File: config.mk
export PLATFORM = sky130hd
export DESIGN_NAME = crc_engine_v2
export DESIGN_NICKNAME = d
export VERILOG_FILES = /design/src/rtl/crc_engine_v2.sv
export SDC_FILE = /design/constraint.sdc
export NUM_CORES = 1
export LEC_CHECK = 0
export BUFFER_PORTS_ARGS = -buffer_cell sky130_fd_sc_hd__buf_2
export CAP_MARGIN = 20
export CORE_MARGIN = 8
export CORE_UTILIZATION = 30
export CTS_CLUSTER_DIAMETER = 60
export DETAILED_ROUTE_END_ITERATION = 7
export HOLD_SLACK_MARGIN = 0.12
export PLACE_DENSITY = 0.44
export SYNTH_ARGS = -nofsm -noshare
export SYNTH_HDL_FRONTEND = slang
export SYNTH_SLANG_ARGS = --single-unit
File: constraint.sdc
create_clock -name clk -period 4 [get_ports clk]
set_clock_uncertainty 0.15 [all_clocks]
set_input_delay 0.4 -clock clk [delete_from_list [all_inputs] [get_ports clk]]
set_output_delay 0.4 -clock clk [all_outputs]
set_load 0.005 [all_outputs]
File: src/rtl/crc_engine_v2.sv
// CRC accelerator peripheral: runtime poly/init/xorout, BPC message bits per clock,
// small input FIFO whose head (or a fresh push) loads the shifter on the edge it drains.
module crc_engine_v2 #(
  parameter int CRC_W      = 32,
  parameter int BPC        = 1,
  parameter int FIFO_DEPTH = 4
) (
  input  logic        clk,
  input  logic        rst_n,
  input  logic [5:0]  address,
  input  logic [31:0] data_in,
  input  logic [1:0]  data_write_n,
  input  logic [1:0]  data_read_n,
  output logic [31:0] data_out,
  output logic        data_ready,
  output logic        user_interrupt
);
  localparam int PTR_W = (FIFO_DEPTH > 1) ? $clog2(FIFO_DEPTH) : 1;
  localparam int LVL_W = PTR_W + 1;
  localparam logic [31:0] CRC_MASK = ~(32'hFFFF_FFFF >> CRC_W);
  localparam logic [5:0] STEP = 6'(BPC);
  localparam logic [LVL_W-1:0] LVL_FULL = LVL_W'(FIFO_DEPTH);

  logic [31:0] crc_reg, crc_next, poly_reg, poly_next, xorout_reg, xorout_next;
  logic [31:0] sh_reg, sh_next, crc_step, sh_step;
  logic [5:0]  cnt_reg, cnt_next;
  logic        irq_en_reg, irq_en_next, ovf_reg, ovf_next, done_reg, done_next;
  logic [PTR_W-1:0] wr_ptr_reg, wr_ptr_next, rd_ptr_reg, rd_ptr_next;
  logic [LVL_W-1:0] level_reg, level_next;
  logic [31:0] fifo_data [FIFO_DEPTH];
  logic [5:0]  fifo_bits [FIFO_DEPTH];

  logic [3:0]  idx;
  logic        wr, rd, push, flush, busy, finishing, empty, full, idle, idle_next;
  logic        pop, direct, fifo_wr, drop, done_clr;
  logic [31:0] lane_mask, push_top, data_msb, data_rev, push_sh, wdata_crc;
  logic [31:0] final_val, final_rev, stat;
  logic [5:0]  push_bits;
  logic        unused_addr;

  assign idx         = address[5:2];
  assign unused_addr = ^address[1:0];
  assign wr          = data_write_n != 2'b11;
  assign rd          = data_read_n != 2'b11;
  assign push        = wr && (idx == 4'd2 || idx == 4'd3);
  assign flush       = wr && idx == 4'd0;

  always_comb begin
    lane_mask = 32'hFFFF_FFFF;
    push_top  = 32'hFFFF_FFFF;
    push_bits = 6'd32;
    case (data_write_n)
      2'b00: begin lane_mask = 32'h0000_00FF; push_top = 32'hFF00_0000; push_bits = 6'd8; end
      2'b01: begin lane_mask = 32'h0000_FFFF; push_top = 32'hFFFF_0000; push_bits = 6'd16; end
      default: ;
    endcase
  end

  // DATA streams byte 0 first, each byte MSB-first; REFL streams bit 0 first.
  assign data_msb = {data_in[7:0], data_in[15:8], data_in[23:16], data_in[31:24]};
  generate
    for (genvar gi = 0; gi < 32; gi++) begin : g_rev
      assign data_rev[gi]  = data_in[31-gi];
      assign final_rev[gi] = final_val[31-gi];
    end
  endgenerate
  assign push_sh   = ((idx == 4'd3) ? data_rev : data_msb) & push_top;
  assign wdata_crc = ((crc_reg & ~lane_mask) | (data_in & lane_mask)) & CRC_MASK;

  always_comb begin
    logic fb;
    fb       = 1'b0;
    crc_step = crc_reg;
    sh_step  = sh_reg;
    for (int i = 0; i < BPC; i++) begin
      fb       = crc_step[31] ^ sh_step[31];
      crc_step = {crc_step[30:0], 1'b0} ^ (fb ? poly_reg : 32'h0);
      sh_step  = {sh_step[30:0], 1'b0};
    end
  end

  assign busy      = cnt_reg != 6'd0;
  assign finishing = cnt_reg <= STEP;
  assign empty     = level_reg == '0;
  assign full      = level_reg == LVL_FULL;
  assign idle      = !busy && empty;
  assign pop       = finishing && !empty;
  // A push arriving as the shifter drains with nothing queued goes straight in.
  assign direct    = push && finishing && empty;
  assign fifo_wr   = push && !direct && (!full || pop);
  assign drop      = push && full && !pop;

  always_comb begin
    crc_next    = busy ? crc_step : crc_reg;
    poly_next   = poly_reg;
    xorout_next = xorout_reg;
    irq_en_next = irq_en_reg;
    sh_next     = sh_reg;
    cnt_next    = cnt_reg;
    wr_ptr_next = wr_ptr_reg;
    rd_ptr_next = rd_ptr_reg;
    level_next  = level_reg;
    if (busy) begin
      sh_next  = sh_step;
      cnt_next = cnt_reg - STEP;
    end
    if (flush) begin
      crc_next    = wdata_crc;
      cnt_next    = 6'd0;
      wr_ptr_next = '0;
      rd_ptr_next = '0;
      level_next  = '0;
    end else begin
      if (pop) begin
        sh_next     = fifo_data[rd_ptr_reg];
        cnt_next    = fifo_bits[rd_ptr_reg];
        rd_ptr_next = rd_ptr_reg + PTR_W'(1);
      end else if (direct) begin
        sh_next  = push_sh;
        cnt_next = push_bits;
      end
      if (fifo_wr) wr_ptr_next = wr_ptr_reg + PTR_W'(1);
      if (fifo_wr && !pop) level_next = level_reg + LVL_W'(1);
      else if (!fifo_wr && pop) level_next = level_reg - LVL_W'(1);
    end
    if (wr && idx == 4'd1) poly_next = ((poly_reg & ~lane_mask) | (data_in & lane_mask)) & CRC_MASK;
    if (wr && idx == 4'd5) xorout_next = ((xorout_reg & ~lane_mask) | (data_in & lane_mask)) & CRC_MASK;
    if (wr && idx == 4'd8) irq_en_next = data_in[0];
  end

  // An abort via CRC load is not a completion, so it never raises done.
  assign idle_next = (cnt_next == 6'd0) && (level_next == '0);
  assign done_clr  = (wr && idx == 4'd4 && data_in[3]) || flush || (rd && (idx == 4'd6 || idx == 4'd7));
  assign done_next = (!idle && idle_next && !flush) || (done_reg && !done_clr);
  assign ovf_next  = drop || (ovf_reg && !(wr && idx == 4'd4 && data_in[2]));

  always_ff @(posedge clk) begin
    if (fifo_wr) begin
      fifo_data[wr_ptr_reg] <= push_sh;
      fifo_bits[wr_ptr_reg] <= push_bits;
    end
  end

  always_ff @(posedge clk or negedge rst_n) begin
    if (!rst_n) begin
      crc_reg    <= '0;
      poly_reg   <= '0;
      xorout_reg <= '0;
      irq_en_reg <= 1'b0;
      sh_reg     <= '0;
      cnt_reg    <= '0;
      wr_ptr_reg <= '0;
      rd_ptr_reg <= '0;
      level_reg  <= '0;
      ovf_reg    <= 1'b0;
      done_reg   <= 1'b0;
    end else begin
      crc_reg    <= crc_next;
      poly_reg   <= poly_next;
      xorout_reg <= xorout_next;
      irq_en_reg <= irq_en_next;
      sh_reg     <= sh_next;
      cnt_reg    <= cnt_next;
      wr_ptr_reg <= wr_ptr_next;
      rd_ptr_reg <= rd_ptr_next;
      level_reg  <= level_next;
      ovf_reg    <= ovf_next;
      done_reg   <= done_next;
    end
  end

  assign final_val = crc_reg ^ xorout_reg;
  assign stat      = {24'h0, 4'(level_reg), done_reg, ovf_reg, full, idle};

  always_comb begin
    data_out = 32'h0;
    case (idx)
      4'd0, 4'd2, 4'd3: data_out = crc_reg;
      4'd1: data_out = poly_reg;
      4'd4: data_out = stat;
      4'd5: data_out = xorout_reg;
      4'd6: data_out = final_val;
      4'd7: data_out = final_rev;
      4'd8: data_out = {31'h0, irq_en_reg};
      default: data_out = 32'h0;
    endcase
  end

  assign data_ready     = 1'b1;
  assign user_interrupt = irq_en_reg & done_reg;
endmodule
==> flow_summary.ini, run 1 <==
[outcome]
status = complete, no violations

[sta]
finalCritPeriodShare = 0.840
setup_viol = 0
fin_crit_ns = 3.36
slew_viol_final = 0
maxSlewHeadroom = 0.376
rsz0062_at_grt = no
hold_viol = 0
fin_ws_ns = 0.638
fmax_ghz = 0.297
tns_ns = 0
worstMarginPinSlew_ns = 0.932

[synthesis]
synth_cells = 1174
synth-edff-count = 140
async_flop_share = 0.507
syn-num-nets = 1227
synth_area_mm2 = 0.0139
ys.flop_type = dfrtp_1
syn_avg_cell_area_um2 = 11.8
seq_area_frac_synth = 0.561
ys_warn_count = 0
synth.distinct_cells = 59
ys_seq_elements = 284

[placement]
gp_congestion = 0.777
dp_hpwl_mm = 27.8
portBuffers = 74
post-place-ws_ns = 0.883
placed_cell_area_mm2 = 0.0151

[power]
p_clk_frac = 0.290
pwr-share-seq = 0.391
internal_power_w = 0.00718
ir_drop_mv = 0.301
powerDensity_mw_per_mm2 = 666
power_frac_comb = 0.319
switching_share = 0.349
power.leakage_nw = 6.49
p_switching_w = 0.00385

[global_routing]
grt_max_degree = 78
antenna_found_initial = 0
grt_pass1_vias = 10101
grt_overflow = 0
grtUsageTotal = 0.157
grt_first_pass_wirelength_mm = 65.1

[clock_network]
cts_sinks = 284
clk_path_buf_depth = 3
h-tree-depth = 2
cts_root_buffer = clkbuf_16
ctsResizeCount = 0
insertion_delay_ns = 0.52
cts_tree = yes
postCtsSetupBuffers = 0
cts_buffers = 37
cts_hold_buf = 34
clk_pin_slew_ns = 0.05

[drt]
drc = 0
routedWlPerCell_um = 22.3
drt_iter0_drc = 881
route.vias.total = 9950
drt_wl_total_mm = 42.5
ant_nets = 0
via_per_inst = 5.22
drt-pass1-iter-count = 8

[die]
die-area_mm2 = 0.0535
die_y_um = 231
std_cell_rows = 79
start_util = 0.301
core_area_mm2 = 0.0462
die_w_um = 231
num_io_pins = 78

[setup_path]
crit_path_end_kind = output port
crit_path_start_kind = flip-flop
worstPathRequired_ns = 3.45
arrival_ns = 2.81
crit_type = reg2out
critical_path.max_fanout = 16

[job]
maxCapViolations = 0

[final_layout]
drive_above_1_share = 0.214
final_area_mm2 = 0.0166
syn2layout_area_growth_pct = 19.2
layout.nets = 1323
final_util = 0.359

[min_path]
worstHoldPathType = in2reg
## power groups by stage
stage | sequential [W] | combinational, W | clock [W]
final | 0.00431 | 0.00352 | 0.00320
after detailed placement | 0.00437 | 0.00350 | 0
after global placement | 0.00435 | 0.00348 | 0
after global routing | 0.00441 | 0.00391 | 0.00340
after floorplan | 0.00412 | 0.00259 | 0
after CTS | 0.00432 | 0.00355 | 0.00329
## through the flow
step	power [W]	std cells	hold slack, ns
finish	0.0110	1907	0.190
global route	0.0117	1906	0.200
CTS	0.0112	1906	0.164
detailed placement	0.00786	1804	0.365
global placement	0.00782	1804	0.356
floorplan	0.00671	1174	-0.0456
## path summary, 6_finish.rpt
check / from / endpoint / slack, ns / depth (start not counted)
setup / recovery: cnt_reg[1] / data_out[0] / 0.64 / 8
hold / removal: address[5] / irq_en_reg / 0.19 / 3
setup reg to reg: cnt_reg[3] / fifo_data[2][13] / 0.89 / 7
hold reg to reg: ovf_reg / ovf_reg / 0.38 / 1
max in group asynchronous: rst_n / asynchronous set/reset pin / 2.50 / 3
min in group asynchronous: rst_n / asynchronous set/reset pin / 0.37 / 2
## synth_stat cells, types with 2 or more instances
cell      count  share of area
mux4_2       35          0.057
a221o_1       9         0.0065
nor3b_1       2         0.0011
a21boi_1     14         0.0076
nor3_1        5         0.0018
nor2b_1       5         0.0022
nand2_1     187          0.050
buf_2         8         0.0029
xnor2_1      19          0.012
o22ai_1      33          0.015
edfxtp_1    140           0.30
a222oi_1     25          0.018
dfrtp_1     144           0.26
o211ai_1      7         0.0038
buf_1        12         0.0032
a21boi_0      2         0.0011
or2_1         3         0.0013
nand3_1       9         0.0032
nor2_1       80          0.022
a31oi_1      19         0.0085
mux2_1        6         0.0049
a211o_1      10         0.0063
clkbuf_1     66          0.018
o21ai_0      43          0.015
a211oi_1      3         0.0016
o21ai_1      10         0.0036
and2_1       10         0.0045
mux2_2       59          0.048
inv_1         7         0.0019
a22oi_1      34          0.018
a21oi_1      38          0.014
ha_1          9         0.0081
nand2b_1      5         0.0022
xor2_1       51          0.032
nor3_2        3         0.0022
mux2i_1      25          0.018
a32oi_1      15         0.0094
## per-layer routing
layer  track usage  share of wire  wire [um]
met5             0              0          0
met4        0.0388          0.019        812
met3        0.0267          0.053       2240
met2         0.250           0.46      19500
met1         0.220           0.47      19900
## cell families after synthesis
logic type	count (synthesis)	synth area share
and+or+nand+nor	317	0.0957
DFF	284	0.561
AOI/OAI and AO/OA	274	0.137
muxes	125	0.127
buffers and inverters	94	0.0264
xor gates and xnor gates	70	0.0441
adders and majority gates	9	0.00810
other	1	0.000270
## critical path, stage by stage (launching register included)
cell and delay (ns):
dfrtp_1 0.39, inv_1 0.11, ha_1 0.23, nor3b_1 0.68, and2_1 0.25, buf_4 0.23
a31oi_1 0.10, o21ai_0 0.13, buf_2 0.17
## layout make-up
type,count,area [um^2]
antenna,1,2.50
clock buffer,55,1090
clock inverter,13,92.6
fill,4487,29600
inverter,7,26.3
multi-input combinational,796,5770
sequential,284,7810
tap,607,759
timing repair buffer,144,1020
## placed cells by master (no fill, tap or decap), types with 32 or more instances in the layout
cell type,count
nand2_1,186
dfrtp_1,143
edfxtp_1,140
nor2_1,77
buf_2,73
mux2_2,59
xor2_1,50
o21ai_0,43
clkbuf_16,39
a21oi_1,38
mux4_2,35
a22oi_1,34
dlygate4sd3_1,34
buf_4,33
o22ai_1,32
No activity file was read; power rests on OpenSTA's default activity.
==> run 2: changes to the inputs <==
Clock period 4 ns to 3.2 ns, I/O delays scaled along.
==> run 2 against run 1 <==
Net effect: via count rose by 1.3%; combinational power is 27% higher; sequential cell count unchanged; critical endpoint is now data_out[19]; critical path depth shrank 1; sequential share of layout area down 0.63 points; worst setup slack worse by 0.49 ns; non-clock buffer count is 20 higher; power is 26% higher; wire length up 1.2%; register-to-register slack lost 0.65 ns.
==> flow_summary.ini, run 2 (synthesized netlist as in run 1, its figures left out) <==
[power]
powerDensity_mw_per_mm2 = 829
p_switching_w = 0.00486
power_frac_comb = 0.320
p_clk_frac = 0.293
ir_drop_mv = 0.399
power.leakage_nw = 6.60
internal_power_w = 0.00907
pwr-share-seq = 0.387
switching_share = 0.349

[final_layout]
final_util = 0.364
drive_above_1_share = 0.226
mostFrequentLayoutCell = nand2_1
fin_cells = 1922
final_area_mm2 = 0.0168
layout.nets = 1343
mostFrequentLayoutCells = nand2_1, dfrtp_1, edfxtp_1, nor2_1, buf_2
diodes = 0
fill_cells = 4555
syn2layout_area_growth_pct = 20.8

[placement]
portBuffers = 74
dp_hpwl_mm = 28.7
dp_cells = 1822
post-place-ws_ns = 0.250
gp_congestion = 0.847
placed_cell_area_mm2 = 0.0153

[setup_path]
arrival_ns = 2.58
worstPathRequired_ns = 2.73
crit_start = address[5]
crit_path_start_kind = input port
rr_startpoint = cnt_reg[3]
critical_path.max_fanout = 18
crit_path_end_kind = output port
crit_type = in2out

[sta]
worstMarginPinSlew_ns = 0.789
slew_viol_final = 0
fin_ws_ns = 0.149
rsz0062_at_grt = no
maxSlewHeadroom = 0.472
setup_viol = 0
fin_crit_ns = 3.05
hold_viol = 0
fmax_ghz = 0.328
finalCritPeriodShare = 0.954
tns_ns = 0

[die]
std_cell_rows = 79
die_y_um = 231
die-area_mm2 = 0.0535
num_io_pins = 78
die_w_um = 231
core_area_mm2 = 0.0462
start_util = 0.301

[drt]
via_per_inst = 5.24
drt_iter0_drc = 814
ant_nets = 0
route.vias.total = 10078
drt_wl_total_mm = 43.0
routedWlPerCell_um = 22.4
drt-pass1-iter-count = 8
drc = 0

[global_routing]
grt_max_degree = 65
grtUsageTotal = 0.160
grt_pass1_vias = 9889
grt_first_pass_wirelength_mm = 66.4
antenna_found_initial = 0
grt_overflow = 0

[clock_network]
cts_sinks = 284
insertion_delay_ns = 0.54
cts_root_buffer = clkbuf_16
cts_tree = yes
h-tree-depth = 2
clk_pin_slew_ns = 0.05
clk_path_buf_depth = 3
cts_buffers = 37

[outcome]
status = complete, no violations

[min_path]
worstHoldPathType = in2reg
worstHoldStart = address[3]

[job]
maxCapViolations = 0
-- run 2: cell count changes in the layout (fill, tap and decap cells not counted), sizes merged --
cell,previous run,this run
buf,110,128
bufinv,1,3
clkbuf,55,46
clkinv,10,14
clkinvlp,1,0
diode,1,0
dlygate4sd3,34,36
-- run 2: cell type report --
class                      count  area (um^2)  area share
inverter                       7         26.3     0.00156
tap                          607          759      0.0452
timing repair buffer         164         1240      0.0739
clock buffer                  46         1000      0.0597
clock inverter                18          174      0.0104
sequential                   284         7810       0.465
multi-input combinational    796         5790       0.344
-- run 2: final timing paths --
check                                                   to  slack, ns  cells past startpoint
max in group asynchronous       asynchronous set/reset pin       1.85                      3
worst max-delay path                          data_out[19]       0.15                      7
worst max register to register            fifo_data[1][27]       0.24                      7
min in group asynchronous                      poly_reg[6]       0.18                      2
worst min register to register                     ovf_reg       0.36                      1
worst min-delay path                            irq_en_reg       0.16                      4
-- run 2: what timing repair did --
action	in CTS	in global routing
setup endpoints to repair	1	1
gates resized for setup	1	2
hold buffers	36	0
buffers inserted	0	0
hold endpoints to repair	171	0
-- run 2: worst max-delay path, stage by stage --
cell           delay [ns]
dlygate4sd3_1        0.54
buf_2                0.19
nor2b_1              0.16
nand2_1              0.49
buf_4                0.41
o21ai_0              0.28
buf_2                0.18
-- run 2: routing by layer --
metal  vias to the layer above  GRT usage  wire (um)
met4                         0     0.0356        631
met1                      5165      0.239      21000
met3                        45     0.0248       2020
li1                       4616          -          -
met5                         -          0          0
met2                       252      0.241      19300
-- run 2: through the flow --
stage | hold WS, ns | power (W)
floorplan | -0.126 | 0.00838
global placement | 0.198 | 0.00983
detailed placement | 0.194 | 0.00989
CTS | 0.124 | 0.0141
global route | 0.181 | 0.0148
finish | 0.159 | 0.0139
-- run 2: power by group through the flow --
stage / Clock, W / Combinational, W / Sequential (W)
6_report: 0.00408 / 0.00446 / 0.00539
5_1_grt: 0.00433 / 0.00496 / 0.00550
4_1_cts: 0.00419 / 0.00451 / 0.00538
3_5_place_dp: 0 / 0.00445 / 0.00544
3_3_place_gp: 0 / 0.00441 / 0.00542
2_1_floorplan: 0 / 0.00324 / 0.00515
